<file path="config.mk">
export PLATFORM = sky130hd
export DESIGN_NAME = pru_draw_scheduler_flat
export DESIGN_NICKNAME = d
export VERILOG_FILES = /design/src/rtl/pru_pkg.sv /design/src/rtl/pru_draw_scheduler_if.sv /design/src/rtl/pru_cmd_fifo.sv /design/src/rtl/pru_draw_scheduler.sv /design/src/flat_wrapper.sv
export SDC_FILE = /design/constraint.sdc
export NUM_CORES = 1
export LEC_CHECK = 0
export CELL_PAD_IN_SITES_DETAIL_PLACEMENT = 2
export CELL_PAD_IN_SITES_GLOBAL_PLACEMENT = 2
export CORE_MARGIN = 1.5
export CORE_UTILIZATION = 38
export CTS_CLUSTER_DIAMETER = 60
export CTS_CLUSTER_SIZE = 28
export DETAILED_ROUTE_END_ITERATION = 6
export GPL_TIMING_DRIVEN = 1
export PLACE_DENSITY = 0.88
export REMOVE_ABC_BUFFERS = 1
export SLEW_MARGIN = 10
export SYNTH_ARGS = -nofsm -noshare
export SYNTH_HDL_FRONTEND = slang
export SYNTH_HIERARCHICAL = 1
export SYNTH_SLANG_ARGS = --single-unit
</file>
<file path="constraint.sdc">
create_clock -name clk -period 4.9 [get_ports clk]
set_clock_uncertainty 0.2 [all_clocks]
set_input_delay 0.735 -clock clk [delete_from_list [all_inputs] [get_ports clk]]
set_output_delay 0.735 -clock clk [all_outputs]
set_load 0.02 [all_outputs]
</file>
<file path="src/rtl/pru_pkg.sv">
// Shared types for the PRU draw scheduler: command layout, shape codes and FSM states.
package pru_pkg;

  localparam int CMD_W = 43;

  // Shape codes as seen on pru_shape_select; any code with bit 1 set selects a bitmap.
  typedef enum logic [1:0] {
    SHAPE_RECT   = 2'b00,
    SHAPE_CIRCLE = 2'b01,
    SHAPE_BITMAP = 2'b10
  } shape_e;

  // One draw command exactly as it travels from a requester to the PRU.
  typedef struct packed {
    logic [1:0] color;
    logic [9:0] col;
    logic [8:0] row;
    logic [9:0] width;
    logic [8:0] height_radius;
    logic [1:0] shape;
    logic       subtract;
  } pru_cmd_t;

  typedef enum logic [1:0] {
    S_IDLE    = 2'd0,
    S_ISSUE   = 2'd1,
    S_RELEASE = 2'd2
  } sched_state_e;

endpackage

</file>
<file path="src/rtl/pru_draw_scheduler_if.sv">
// Requester-side and PRU-side signals of the draw scheduler bundled into one interface.
interface pru_draw_scheduler_if;
  import pru_pkg::*;

  logic       cpu_valid;
  logic       cpu_ready;
  pru_cmd_t   cpu_cmd;
  logic       spr_valid;
  logic       spr_ready;
  pru_cmd_t   spr_cmd;

  logic [1:0] pru_color;
  logic [9:0] pru_col;
  logic [8:0] pru_row;
  logic [9:0] pru_width;
  logic [8:0] pru_height_radius;
  logic [1:0] pru_shape_select;
  logic       pru_subtract;
  logic       pru_start;
  logic       pru_busy;
  logic       pru_done;

  // Environment view: requesters and the PRU itself.
  modport master (
    output cpu_valid, cpu_cmd, spr_valid, spr_cmd, pru_busy, pru_done,
    input  cpu_ready, spr_ready, pru_color, pru_col, pru_row, pru_width,
           pru_height_radius, pru_shape_select, pru_subtract, pru_start
  );

  // Scheduler view.
  modport slave (
    input  cpu_valid, cpu_cmd, spr_valid, spr_cmd, pru_busy, pru_done,
    output cpu_ready, spr_ready, pru_color, pru_col, pru_row, pru_width,
           pru_height_radius, pru_shape_select, pru_subtract, pru_start
  );

endinterface

</file>
<file path="src/rtl/pru_cmd_fifo.sv">
// Synchronous command FIFO with push, pop, whole-queue flush and level reporting.
module pru_cmd_fifo
  import pru_pkg::*;
#(
  parameter int DEPTH = 4
) (
  input  logic                   clk,
  input  logic                   rst_n,
  input  logic                   push_i,
  input  logic                   pop_i,
  input  logic                   flush_i,
  input  pru_cmd_t               wdata_i,
  output pru_cmd_t               rdata_o,
  output logic                   full_o,
  output logic                   empty_o,
  output logic [$clog2(DEPTH):0] level_o
);

  localparam int PTR_W = $clog2(DEPTH);

  pru_cmd_t         mem_q [DEPTH];
  logic [PTR_W-1:0] wrPtr_q;
  logic [PTR_W-1:0] rdPtr_q;
  logic [PTR_W:0]   count_q;
  logic             doPush;
  logic             doPop;

  assign full_o  = (count_q == (PTR_W+1)'(DEPTH));
  assign empty_o = (count_q == '0);
  assign level_o = count_q;
  assign rdata_o = mem_q[rdPtr_q];
  assign doPush  = push_i && !full_o;
  assign doPop   = pop_i && !empty_o;

  // Storage array; contents need no reset because the count guards every read.
  always_ff @(posedge clk) begin
    if (doPush) mem_q[wrPtr_q] <= wdata_i;
  end

  // Pointer and occupancy bookkeeping; flush empties the queue in one edge.
  always_ff @(posedge clk or negedge rst_n) begin
    if (!rst_n) begin
      wrPtr_q <= '0;
      rdPtr_q <= '0;
      count_q <= '0;
    end else if (flush_i) begin
      wrPtr_q <= '0;
      rdPtr_q <= '0;
      count_q <= '0;
    end else begin
      if (doPush) wrPtr_q <= wrPtr_q + PTR_W'(1);
      if (doPop)  rdPtr_q <= rdPtr_q + PTR_W'(1);
      case ({doPush, doPop})
        2'b10:   count_q <= count_q + (PTR_W+1)'(1);
        2'b01:   count_q <= count_q - (PTR_W+1)'(1);
        default: count_q <= count_q;
      endcase
    end
  end

endmodule

</file>
<file path="src/rtl/pru_draw_scheduler.sv">
// Round-robin arbitration of CPU and sprite draw commands into a queue, and a
// start/done sequencer with watchdog that feeds one command at a time to the PRU.
module pru_draw_scheduler
  import pru_pkg::*;
#(
  parameter int DEPTH       = 4,
  parameter int TIMEOUT_CYC = 1 << 20
) (
  input  logic                   clk,
  input  logic                   rst_n,
  pru_draw_scheduler_if.slave    bus,
  input  logic                   flush_i,
  input  logic                   err_clr_i,
  output logic [$clog2(DEPTH):0] q_level_o,
  output logic                   sched_idle_o,
  output logic                   err_timeout_o
);

  localparam int WD_W = $clog2(TIMEOUT_CYC) + 1;
  localparam logic [WD_W-1:0] WD_LIMIT = WD_W'(TIMEOUT_CYC);
  localparam logic [WD_W-1:0] WD_MAX   = '1;

  sched_state_e    state_q, state_d;
  pru_cmd_t        cmd_q;
  pru_cmd_t        headCmd;
  pru_cmd_t        pushCmd;
  logic            start_q, start_d;
  logic            lastSpr_q;
  logic            errTimeout_q;
  logic [WD_W-1:0] wdCnt_q;
  logic            fifoFull;
  logic            fifoEmpty;
  logic            canPush;
  logic            grantCpu;
  logic            grantSpr;
  logic            popEn;
  logic            timeoutHit;

  // A requester alone always wins; on contention the one not granted last wins.
  assign canPush  = !fifoFull && !flush_i;
  assign grantCpu = canPush && bus.cpu_valid && (!bus.spr_valid || lastSpr_q);
  assign grantSpr = canPush && bus.spr_valid && (!bus.cpu_valid || !lastSpr_q);
  assign pushCmd  = grantCpu ? bus.cpu_cmd : bus.spr_cmd;

  assign bus.cpu_ready = grantCpu;
  assign bus.spr_ready = grantSpr;

  pru_cmd_fifo #(.DEPTH(DEPTH)) u_fifo (
    .clk     (clk),
    .rst_n   (rst_n),
    .push_i  (grantCpu || grantSpr),
    .pop_i   (popEn),
    .flush_i (flush_i),
    .wdata_i (pushCmd),
    .rdata_o (headCmd),
    .full_o  (fifoFull),
    .empty_o (fifoEmpty),
    .level_o (q_level_o)
  );

  // Round-robin pointer; reset value makes the CPU the first winner on contention.
  always_ff @(posedge clk or negedge rst_n) begin
    if (!rst_n)        lastSpr_q <= 1'b1;
    else if (grantCpu) lastSpr_q <= 1'b0;
    else if (grantSpr) lastSpr_q <= 1'b1;
  end

  // Next-state logic; start is registered so it rises one edge after entering S_ISSUE
  // and drops on the same edge that leaves S_ISSUE.
  always_comb begin
    state_d    = state_q;
    start_d    = 1'b0;
    popEn      = 1'b0;
    timeoutHit = 1'b0;
    case (state_q)
      S_IDLE: begin
        if (!fifoEmpty && !flush_i) begin
          popEn   = 1'b1;
          state_d = S_ISSUE;
        end
      end
      S_ISSUE: begin
        if (bus.pru_done) begin
          state_d = S_RELEASE;
        end else if (wdCnt_q == WD_LIMIT) begin
          timeoutHit = 1'b1;
          state_d    = S_RELEASE;
        end else begin
          start_d = 1'b1;
        end
      end
      S_RELEASE: begin
        if (!bus.pru_done && !bus.pru_busy) state_d = S_IDLE;
      end
      default: state_d = S_IDLE;
    endcase
  end

  // State, start and the latched command; reset drops start asynchronously.
  always_ff @(posedge clk or negedge rst_n) begin
    if (!rst_n) begin
      state_q <= S_IDLE;
      start_q <= 1'b0;
      cmd_q   <= '0;
    end else begin
      state_q <= state_d;
      start_q <= start_d;
      if (popEn) cmd_q <= headCmd;
    end
  end

  // Watchdog cleared when a command is popped, then saturating count while issuing.
  always_ff @(posedge clk or negedge rst_n) begin
    if (!rst_n)                                          wdCnt_q <= '0;
    else if (popEn)                                      wdCnt_q <= '0;
    else if (state_q == S_ISSUE && wdCnt_q != WD_MAX)    wdCnt_q <= wdCnt_q + WD_W'(1);
  end

  // Sticky timeout flag; a new timeout beats a simultaneous clear.
  always_ff @(posedge clk or negedge rst_n) begin
    if (!rst_n)         errTimeout_q <= 1'b0;
    else if (timeoutHit) errTimeout_q <= 1'b1;
    else if (err_clr_i)  errTimeout_q <= 1'b0;
  end

  assign bus.pru_color         = cmd_q.color;
  assign bus.pru_col           = cmd_q.col;
  assign bus.pru_row           = cmd_q.row;
  assign bus.pru_width         = cmd_q.width;
  assign bus.pru_height_radius = cmd_q.height_radius;
  assign bus.pru_shape_select  = cmd_q.shape;
  assign bus.pru_subtract      = cmd_q.subtract;
  assign bus.pru_start         = start_q;

  assign sched_idle_o  = fifoEmpty && (state_q == S_IDLE);
  assign err_timeout_o = errTimeout_q;

endmodule
</file>
<file path="src/flat_wrapper.sv">
// flat-port wrapper written by rule: the top's interface ports become plain ports
module pru_draw_scheduler_flat import pru_pkg::*;
#(
  parameter int DEPTH       = 4,
  parameter int TIMEOUT_CYC = 1 << 20
)
  (clk, rst_n, flush_i, err_clr_i, q_level_o, sched_idle_o, err_timeout_o, bus_cpu_valid, bus_cpu_cmd, bus_spr_valid, bus_spr_cmd, bus_pru_busy, bus_pru_done, bus_cpu_ready, bus_spr_ready, bus_pru_color, bus_pru_col, bus_pru_row, bus_pru_width, bus_pru_height_radius, bus_pru_shape_select, bus_pru_subtract, bus_pru_start);
  pru_draw_scheduler_if bus_i ();
  input  logic clk;
  input  logic rst_n;
  input  logic flush_i;
  input  logic err_clr_i;
  output logic [$clog2(DEPTH):0] q_level_o;
  output logic sched_idle_o;
  output logic err_timeout_o;
  input wire logic [$bits(bus_i.cpu_valid)-1:0] bus_cpu_valid;
  input wire logic [$bits(bus_i.cpu_cmd)-1:0] bus_cpu_cmd;
  input wire logic [$bits(bus_i.spr_valid)-1:0] bus_spr_valid;
  input wire logic [$bits(bus_i.spr_cmd)-1:0] bus_spr_cmd;
  input wire logic [$bits(bus_i.pru_busy)-1:0] bus_pru_busy;
  input wire logic [$bits(bus_i.pru_done)-1:0] bus_pru_done;
  output wire logic [$bits(bus_i.cpu_ready)-1:0] bus_cpu_ready;
  output wire logic [$bits(bus_i.spr_ready)-1:0] bus_spr_ready;
  output wire logic [$bits(bus_i.pru_color)-1:0] bus_pru_color;
  output wire logic [$bits(bus_i.pru_col)-1:0] bus_pru_col;
  output wire logic [$bits(bus_i.pru_row)-1:0] bus_pru_row;
  output wire logic [$bits(bus_i.pru_width)-1:0] bus_pru_width;
  output wire logic [$bits(bus_i.pru_height_radius)-1:0] bus_pru_height_radius;
  output wire logic [$bits(bus_i.pru_shape_select)-1:0] bus_pru_shape_select;
  output wire logic [$bits(bus_i.pru_subtract)-1:0] bus_pru_subtract;
  output wire logic [$bits(bus_i.pru_start)-1:0] bus_pru_start;
  assign bus_i.cpu_valid = bus_cpu_valid;
  assign bus_i.cpu_cmd = bus_cpu_cmd;
  assign bus_i.spr_valid = bus_spr_valid;
  assign bus_i.spr_cmd = bus_spr_cmd;
  assign bus_i.pru_busy = bus_pru_busy;
  assign bus_i.pru_done = bus_pru_done;
  assign bus_cpu_ready = bus_i.cpu_ready;
  assign bus_spr_ready = bus_i.spr_ready;
  assign bus_pru_color = bus_i.pru_color;
  assign bus_pru_col = bus_i.pru_col;
  assign bus_pru_row = bus_i.pru_row;
  assign bus_pru_width = bus_i.pru_width;
  assign bus_pru_height_radius = bus_i.pru_height_radius;
  assign bus_pru_shape_select = bus_i.pru_shape_select;
  assign bus_pru_subtract = bus_i.pru_subtract;
  assign bus_pru_start = bus_i.pru_start;
  pru_draw_scheduler #(.DEPTH(DEPTH), .TIMEOUT_CYC(TIMEOUT_CYC)) u_core (.clk(clk), .rst_n(rst_n), .bus(bus_i), .flush_i(flush_i), .err_clr_i(err_clr_i), .q_level_o(q_level_o), .sched_idle_o(sched_idle_o), .err_timeout_o(err_timeout_o));
endmodule
</file>
==> results.toml <==
[yosys]
yosys.area.top_type = "edfxtp_1"
syn_area_mm2 = 0.0104
ys_seq_elements = 248
yosysMostFrequentCell = "nand2_1"
synthArstFlopShare = 0.306
synthFlopType = "edfxtp_1"
netlist-cell-type-count = 64
ys_top_cells_by_count = "277 x nand2_1, 172 x edfxtp_1, 75 x dfrtp_1, 43 x mux4_2, 20 x nor2_1"
synthTopCellsByArea = "edfxtp_1 50%, dfrtp_1 18%, nand2_1 10%"
synth_edf_count = 172
synthCells = 767
yosysSeqAreaShare = 0.682
avgSynthCellArea_um2 = 13.5
yosys_warnings = 6
synth_top_area_frac = 0.498

[placed_design]
port_buffers = 144
dp_slack_ns = 0.883
gp_congestion = 0.761
dpl.hpwl_mm = 20.6

[critical_path]
r2r_start = "u_core/u_fifo/level_o[0]"
worstSetupPathType = "flop to output pin"
cpMostUsedCell = "nor2_1"
r2r_cells = 9
start_kind = "flop"
regToRegSetupSlack_ns = 1.33
cp_num_buf_inv = 2
crit_slowest_cell = "clkdlybuf4s50_1"
required_ns = 3.96
r2r-end = "u_core/u_fifo/mem_q[1][3]"
cp_max_fo = 11
cp-end-kind = "output pin"
arrival_ns = 2.70
cp_slowest_stage_delay_ns = 0.72
critPathTopFamily = "buffers and inverters"
crit_chain = "nor2_1 -> and2_1 -> nor2_1 -> nand3_2 -> inv_2 -> clkdlybuf4s50_1"

[cells_and_area]
diodes = 0
fin_util = 0.476
nFillCells = 2624
synthToLayoutAreaGrowth_pct = 23.5
final_layout_size_suffix_gt1_frac = 0.124
nets = 1007

[clock_tree]
worstSkewPairLatency_ns = 0.51
cts_setup_buffers = 0
cts.clk_slew.worst_paths_ns = 0.09
clockRootBuffer = "clkbuf_16"
cts_max_level = 1
post_cts_resized = 0
clk_path_buf_depth = 3
cts_hold_buf = 0
cts_tree = "built"
cts.sinks = 248
cts_made_buffers = 18

[timing]
period_share = 0.742
finalHoldViolCount = 0
setup_violations = 0
slew_headroom = 0.374
rsz0062_at_grt = "false"
fin_crit_ns = 3.64
fmax_mhz = 275
max_slew.worst_pin.slew_ns = 0.938
finalSetupTns_ns = 0
slew_viol_final = 0
setup_slack_ns = 1.26

[die]
fp.dieH_um = 168
die_w_um = 168
core_area_mm2 = 0.0269
fp.dieArea_mm2 = 0.0283
fp-row-count = 60
io-pin-count = 145
start_util = 0.386

[drt]
first_pass_iters = 4
drtAntennaViolNets = 0
routed_wirelength_mm = 30.5
wire_per_inst_um = 24.2
drt_iter0_markers = 457
vias_per_cell = 5.44
drc = 0
num_vias = 6852

[pwr]
power_density_mw_per_mm2 = 471
vdd_ir_drop_max_mv = 0.210
total_power_uw = 6030
leakage_uw = 0.00485

[global_route]
grt_util_all_layers = 0.221
grt_pass1_vias = 7728
grt_pass1_wl_mm = 47.0
antenna_found_initial = 0
grt_max_degree = 55
grt_overflow = 0

[min_path]
hp-class = "input pin to async pin"

[job]
max_cap_violations = 0

[status]
status = "complete, no violations"
-- cell families after synthesis --
family,synth area share
xor gates and xnor gates,0.00254
AOI/OAI and AO/OA,0.0403
muxes,0.0983
DFF,0.682
buffers and inverters,0.0228
and+or+nand+nor,0.145
adders and majority gates,0.00918
-- worst max path at each step --
stage | cells after the start | slack (ns) | startpoint | endpoint
after global routing | 6 | 1.10 | u_core/u_fifo/level_o[0] | bus_cpu_ready
final | 6 | 1.26 | u_core/u_fifo/level_o[0] | bus_cpu_ready
after floorplan | 8 | -0.03 | u_core/u_fifo/level_o[0] | u_core/u_fifo/mem_q[0][0]
after global placement | 8 | 1.10 | flush_i | u_core/u_fifo/mem_q[2][16]
after detailed placement | 8 | 0.88 | flush_i | u_core/u_fifo/mem_q[1][3]
after CTS | 6 | 1.23 | u_core/u_fifo/level_o[0] | bus_cpu_ready
-- final cells by class --
type / count / area [um^2] / area share
timing repair buffer: 154 / 1560 / 0.122
multi-input combinational: 472 / 3080 / 0.241
sequential: 248 / 7070 / 0.553
clock buffer: 20 / 468 / 0.0366
clock inverter: 12 / 141 / 0.0110
tap: 341 / 427 / 0.0333
inverter: 12 / 45.0 / 0.00352
-- registers in the layout, indices dropped and copies added (netlist names), 3 cells and up --
signal / cells
u_core/u_fifo/mem_q: 172
u_core/wdCnt_q: 21
u_core/bus.pru_col: 10
u_core/bus.pru_width: 10
u_core/bus.pru_height_radius: 9
u_core/bus.pru_row: 9
u_core/u_fifo/level_o: 3
-- worst register-to-register path, cell delays in order, from the launching register on --
cell and delay (ns):
dfrtp_1 0.62, nor2_1 0.18, and2_1 0.20, nor2_1 0.24
nand2_1 0.11, a21oi_1 0.17, or2_2 0.25, a21boi_2 0.38
and2_2 0.58, buf_12 0.31
-- through the flow --
step,hold WS (ns),cell area (um^2),cells
3_5_place_dp,0.272,12200,1227
4_1_cts,0.141,12800,1259
6_report,0.119,12800,1259
3_3_place_gp,0.257,12200,1227
5_1_grt,0.158,12800,1259
2_1_floorplan,0.239,10200,732
-- metal layers --
layer	routed length [um]	vias to the layer above	track usage
li1	-	3035	-
met1	12100	3589	0.271
met2	16300	174	0.406
met3	1230	54	0.0346
met4	803	0	0.0582
met5	0	-	0
-- layout by cell type, fill, tap and decap left out, types with 3 or more instances in the layout --
master / count
a21o_1: 3
a21oi_1: 14
a31oi_1: 11
and2_1: 3
and2_2: 4
buf_12: 4
buf_4: 7
clkbuf_16: 18
clkdlybuf4s50_1: 143
clkinv_8: 4
dfrtp_1: 73
edfxtp_1: 172
ha_1: 6
inv_1: 10
inv_6: 5
mux2i_1: 5
mux4_2: 43
nand2_1: 276
nand2_2: 3
nand2b_1: 6
nand3_1: 4
nand4_1: 4
nor2_1: 20
nor3_1: 6
nor4_1: 6
o21ai_0: 11
-- power breakdown --
part	switching [uW]	leakage, uW	internal, uW	total (uW)
Clock	807	0.000292	740	1550
Combinational	949	0.00200	661	1610
Sequential	259	0.00256	2610	2870
Note: power is estimated with default switching activity, not from simulation.
